<file path="src/rtl/pb_debounce.sv">
// Five-line pushbutton conditioner: 2-flop synchronizer, per-bit debounce and one-cycle press strobe.
// Auto-repeat while held is compiled in only when PB_REPEAT_EN is defined.
module pb_debounce #(
  parameter int N_PB            = 5,
  parameter int DEBOUNCE_CYCLES = 100000,
  parameter int HOLD_CYCLES     = 50000000,
  parameter int REPEAT_CYCLES   = 10000000
) (
  input  logic            clk,
  input  logic            rst,
  input  logic [N_PB-1:0] pb,
  output logic [N_PB-1:0] pb_level,
  output logic [N_PB-1:0] pb_press
);

  localparam int CNT_W = $clog2(DEBOUNCE_CYCLES);
  localparam logic [CNT_W-1:0] CNT_MAX = CNT_W'(DEBOUNCE_CYCLES - 1);

  if (DEBOUNCE_CYCLES < 2 || HOLD_CYCLES < 1 || REPEAT_CYCLES < 2) begin : g_bad_params
    $error("pb_debounce: illegal parameter values");
  end

`ifdef PB_REPEAT_EN
  localparam logic [31:0] HOLD_MAX = 32'(HOLD_CYCLES - 1);
  localparam logic [31:0] REP_MAX  = 32'(REPEAT_CYCLES - 1);
  typedef enum logic [1:0] {IDLE, HELD, REPEAT} state_t;
`else
  typedef enum logic {IDLE, HELD} state_t;
`endif

  for (genvar i = 0; i < N_PB; i++) begin : g_bit
    state_t           state_q, state_d;
    logic [CNT_W-1:0] cnt_q, cnt_d;
    logic             s1_q, s1_d, s2_q, s2_d;
    logic             level_q, level_d, press_q, press_d;
`ifdef PB_REPEAT_EN
    logic [31:0]      hold_q, hold_d;
`endif

    always_comb begin
      s1_d    = pb[i];
      s2_d    = s1_q;
      level_d = level_q;
      cnt_d   = cnt_q;
      state_d = state_q;
      press_d = 1'b0;
`ifdef PB_REPEAT_EN
      hold_d  = hold_q;
`endif
      // Any sample that agrees with the accepted level restarts the stability count.
      if (s2_q == level_q) begin
        cnt_d = '0;
      end else if (cnt_q == CNT_MAX) begin
        level_d = s2_q;
        cnt_d   = '0;
      end else begin
        cnt_d = cnt_q + 1'b1;
      end

      case (state_q)
        IDLE: begin
          if (level_q) begin
            state_d = HELD;
            press_d = 1'b1;
`ifdef PB_REPEAT_EN
            hold_d  = '0;
`endif
          end
        end
        HELD: begin
          if (!level_q) begin
            state_d = IDLE;
`ifdef PB_REPEAT_EN
          end else if (hold_q == HOLD_MAX) begin
            state_d = REPEAT;
            press_d = 1'b1;
            hold_d  = '0;
          end else begin
            hold_d = hold_q + 32'd1;
`endif
          end
        end
`ifdef PB_REPEAT_EN
        // A release seen on the edge a repeat is due wins: no strobe.
        REPEAT: begin
          if (!level_q) begin
            state_d = IDLE;
          end else if (hold_q == REP_MAX) begin
            press_d = 1'b1;
            hold_d  = '0;
          end else begin
            hold_d = hold_q + 32'd1;
          end
        end
`endif
        default: state_d = IDLE;
      endcase
    end

    always_ff @(posedge clk) begin
      if (rst) begin
        s1_q    <= 1'b0;
        s2_q    <= 1'b0;
        level_q <= 1'b0;
        press_q <= 1'b0;
        cnt_q   <= '0;
        state_q <= IDLE;
`ifdef PB_REPEAT_EN
        hold_q  <= '0;
`endif
      end else begin
        s1_q    <= s1_d;
        s2_q    <= s2_d;
        level_q <= level_d;
        press_q <= press_d;
        cnt_q   <= cnt_d;
        state_q <= state_d;
`ifdef PB_REPEAT_EN
        hold_q  <= hold_d;
`endif
      end
    end

    assign pb_level[i] = level_q;
    assign pb_press[i] = press_q;
  end

endmodule
</file>
<file path="config.mk">
export PLATFORM = sky130hd
export DESIGN_NAME = pb_debounce
export DESIGN_NICKNAME = d
export VERILOG_FILES = /design/src/rtl/pb_debounce.sv
export SDC_FILE = /design/constraint.sdc
export NUM_CORES = 1
export LEC_CHECK = 0
export CAP_MARGIN = 20
export CELL_PAD_IN_SITES_DETAIL_PLACEMENT = 2
export CELL_PAD_IN_SITES_GLOBAL_PLACEMENT = 2
export CORE_ASPECT_RATIO = 1.2
export CORE_MARGIN = 10
export CORE_UTILIZATION = 41
export DETAILED_ROUTE_END_ITERATION = 7
export PLACE_DENSITY = 0.81
export SYNTH_ARGS = -nofsm -noshare
export SYNTH_HDL_FRONTEND = slang
export SYNTH_SLANG_ARGS = --single-unit
</file>
<file path="constraint.sdc">
create_clock -name clk -period 4.7 [get_ports clk]
set_input_delay 0.94 -clock clk [delete_from_list [all_inputs] [get_ports clk]]
set_output_delay 0.94 -clock clk [all_outputs]
set_load 0.03 [all_outputs]
</file>
Word level (Yosys, flattened, before mapping)
Cells that the tools add are included.
{"block": "totals", "regBits": 110, "in_bits": 7}
{"block": "classes", "n_bitwise": 5, "add_sub_neg": 5, "eq_ne": 10, "muxes": 5, "reduce_logical": 15}
{"operator": "adder 17 x 1 -> 17 bit, second input constant", "count": 5}
{"operator": "equality test 17 bit, second input constant", "count": 5}
{"operator": "OR reduction 3 bit", "count": 5}
{"operator": "AND reduction 2 bit", "count": 5}
{"operator": "OR reduction 2 bit", "count": 5}
{"operator": "equality test 1 bit", "count": 5}
{"operator": "two-way mux 1 bit", "count": 5}
{"operator": "inverter 1 bit", "count": 5}

Longest topological paths before layout
{"block": "depth", "word_depth": 3, "ltp_mapped": 7, "depth_no_buf": 5}

Least setup slack after synthesis
OpenSTA, ideal clock, no wires.
{"block": "synth_path", "path_kind": "in2reg", "from": "input rst", "to": "register g_bit[0].cnt_q[10]", "setup_time_ns": 0.128, "t_arrival_ns": 1.841, "path_slack_ns": 2.732, "t_required_ns": 4.572, "cell_stages": 5, "cell_sequence": "clkbuf_1 -> nand2b_1 -> nand2b_1 -> clkbuf_1 -> nor2_1"}
{"block": "synth_between", "elab_chain_len": 1}
{"element": "from (decl)", "line_no": "10", "text": "input logic rst,"}
{"element": "OR reduction 3 bit (no line)"}
{"element": "to (signal assigned)", "line_no": "116", "text": "cnt_q <= cnt_d;"}
{"element": "to (decl)", "line_no": "33", "text": "logic [CNT_W-1:0] cnt_q, cnt_d;"}
No other way between the ends.
A chain may end at the register's enable or synchronous reset.

Final worst setup path
{"block": "layout_path", "from": "register g_bit[3].level_q", "to": "output pb_level[3]"}
{"element": "from (decl)", "line_no": "35", "text": "logic level_q, level_d, press_q, press_d;"}
{"element": "from (signal assigned)", "line_no": "114", "text": "level_q <= level_d;"}
{"element": "to (decl)", "line_no": "12", "text": "output logic [N_PB-1:0] pb_level,"}
No word-level cell between the ends.

==> metrics <==
relative contribution of sequential cells to total power=55.5%; antenna-violating nets left=0; R2R Setup Slk=2.36 ns; post-DR vias/cell=5.44; TritonCTS clock tree=yes; crit path buf inv count=1; Final Power=1690 uW; pin count of the biggest net entering global routing=28; mean cell area of the mapped netlist=9.04 sq um; CTS Root Buffer Type=clkbuf_16; fmax=413 MHz; RSZ-0062 raised after global routing=false; pwr/cell area=331 nW/um^2; global-route wire length before repair=19,000 um; Core Footprint=11,000 sq um; result of the run=complete, no violations; Post-Route Skew=0.00537 ns; Final Slew Violations=0; clock sink total=110; post-synthesis async set-or-reset flop share=0%; Routed WL per cell=16.7 um; Post-synth EDFFs=0; Leakage=0.00155 uW; antenna diode count=0; fraction of final layout cells sized beyond drive strength 1=3.84%; R2R Path Start=g_bit[3].cnt_q[0]; worst hold path class=reg2reg; Post-CTS Repair Setup Buffers=0; total of cells resized after clock tree synthesis=0; nets=530; area share of the largest cell type after synthesis=47.7%; cells taking the most area after synthesis=dfxtp_1 (48%), xnor2_1 (9.1%), nor2_1 (7.2%), xor2_1 (5.1%), nand4_1 (4.6%); combined global-route utilization of all metal layers=14.9%; final core utilization=46.3%; minimum period implied by the final worst setup slack=2.42 ns; final setup vio count=0; cells along the critical path=clkdlybuf4s50_1; yosys warns=0; die area=15,900 sq um; CP endpoint kind=primary output; slowest stage cell on the critical path=clkdlybuf4s50_1; final critical-path share of the clock period=51.5%; highest-count cells in the layout ignoring fill and taps=dfxtp_1 (110), nor2_1 (88), xnor2_1 (48); horizontal die dimension=117 um; iteration count of the initial detailed-routing pass=4; count of mapped cells out of synthesis=511; Hold Path End=g_bit[3].press_q; Main synth FF type=dfxtp_1; CP startpoint kind=register; Unique masters post-synth=35; area of the mapped netlist=4620 sq um; gr ovfl total=0; antenna violations before repair=0; Clk network pwr share=43.1%; Clk Latency, worst-skew pair=0.35 ns; area taken by flip-flops and latches=2200 sq um; total half-perimeter wirelength after legalization and detailed placement=7800 um; most area-hungry cell type in the Yosys netlist=dfxtp_1; global placer's final weighted congestion=0.756; height of the die=136 um; Worst Path Arrival=1.48 ns; internal power consumption=1350 uW; Seq cells post-synth=110; endpoint of the worst register-to-register path=g_bit[3].cnt_q[8]; Top Family by Delay on Critical Path=buffers and inverters; net switching fraction of the power=20.0%; final count of hold timing violations=0; violation count after the first detailed-routing iteration=120; top-level I/O count=17; depth of the worst register-to-register path=6; maximum fanout count along the critical path=4; hold-critical path depth=1; Worst Path Required=3.76 ns; switching power summed over all nets=339 uW; area occupied by multi-input gates=2240 sq um; number of port buffers=16; Max-Cap Viols=0; number of nets produced by synthesis=523; start-to-end type of the worst setup path=reg2out; vias in the first global route=3,902; post-detailed-routing wire length=10,900 um; Slew Limit Headroom=53.2%; cts bufs inserted=9; most common cell after layout, fill and taps aside=dfxtp_1; combinational group share of total power=1.4%; beginning of the worst hold path=g_bit[3].state_q; critical path's largest stage delay=0.74 ns; Clock Pin Slew Worst Setup and Hold Paths=0.07 ns; total negative slack=0 ns; initial core utilization=41.8%; Row Count=42; maximum buffer depth of the clock tree=2; Worst Max-Slew Pin Slew=0.702 ns; IR drop worst, VDD=0.000135 V; Fillers=1,204; synthesis-to-finish area growth=10.7%; vias after detailed routing=3,551; number of hold buffers added after cts=0; Clock H-tree levels=3; DRC=0; part of the Yosys area used for sequential elements=47.7%
[sequential cells by signal, summed over array words and instances, names as in the netlist]
signal         cells
g_bit.cnt_q       85
g_bit.s2_q         5
g_bit.press_q      5
g_bit.s1_q         5
g_bit.state_q      5
g_bit.level_q      5
[final cells by class]
| type | instances | share of cell area, % |
|---|---|---|
| Clock inverter | 2 | 0.685 |
| Sequential cell | 110 | 43.1 |
| Tap cell | 132 | 3.23 |
| Multi-Input combinational cell | 366 | 43.9 |
| Timing Repair Buffer | 19 | 3.65 |
| Inverter | 12 | 0.881 |
| Clock buffer | 12 | 4.62 |
[per-stage QoR]
stage	worst slack, ns	hold WS [ns]	std cells	area [sq um]
final	2.28	0.388	653	5110
after detailed placement	1.99	0.380	638	4830
after floorplan	2.73	0.367	511	4620
after global placement	2.05	0.370	637	4820
after global routing	2.11	0.404	653	5110
after CTS	2.27	0.390	652	5110
[power by group through the flow]
| stage | clock (uW) | combinational [uW] | sequential (uW) |
|---|---|---|---|
| 3_3_place_gp | 0 | 21.9 | 961 |
| 2_1_floorplan | 0 | 13.8 | 961 |
| 6_report | 731 | 23.6 | 940 |
| 5_1_grt | 799 | 26.6 | 940 |
| 4_1_cts | 755 | 24.1 | 940 |
| 3_5_place_dp | 0 | 23.8 | 961 |
[per-layer routing]
| layer | up-vias | track usage [%] | share of wire [%] |
|---|---|---|---|
| li1 | 1761 | - | - |
| met1 | 1740 | 17.0 | 43 |
| met2 | 34 | 26.3 | 52 |
| met3 | 16 | 2.69 | 2.0 |
| met4 | 0 | 6.26 | 2.1 |
| met5 | - | 0 | 0 |
[logic make-up after synthesis]
kind of cell | count (synthesis) | synth area share, %
and+or+nand+nor | 267 | 30.4
DFF | 110 | 47.7
muxes | 2 | 0.434
xor gates and xnor gates | 75 | 14.2
buffers and inverters | 35 | 3.74
AOI/OAI and AO/OA | 17 | 2.14
adders and majority gates | 5 | 1.35
[synth_stat cells, types with 4 or more instances]
library cell  instances
nand4_1              34
nor4_1               18
buf_4                11
nor4bb_1              6
nand2_1              25
inv_1                12
o21ai_0               6
xnor2_1              48
nor2b_1              20
clkbuf_1             12
or3_1                 4
a21oi_1               5
nand3_1              27
nor2_1               88
ha_1                  5
and3_1                6
nor3_1               16
and4_1                7
dfxtp_1             110
nor4b_1               5
xor2_1               27
[worst max-delay path by stage]
stage,startpoint,end,slack [ns],cells past startpoint
6_report,g_bit[3].level_q,pb_level[3],2.28,1
5_1_grt,g_bit[3].cnt_q[0],g_bit[3].cnt_q[8],2.11,6
4_1_cts,g_bit[3].level_q,pb_level[3],2.27,1
3_5_place_dp,rst,g_bit[4].cnt_q[16],1.99,5
3_3_place_gp,rst,g_bit[3].cnt_q[7],2.05,5
2_1_floorplan,rst,g_bit[0].cnt_q[10],2.73,5
(Power assumes the default switching activity.)
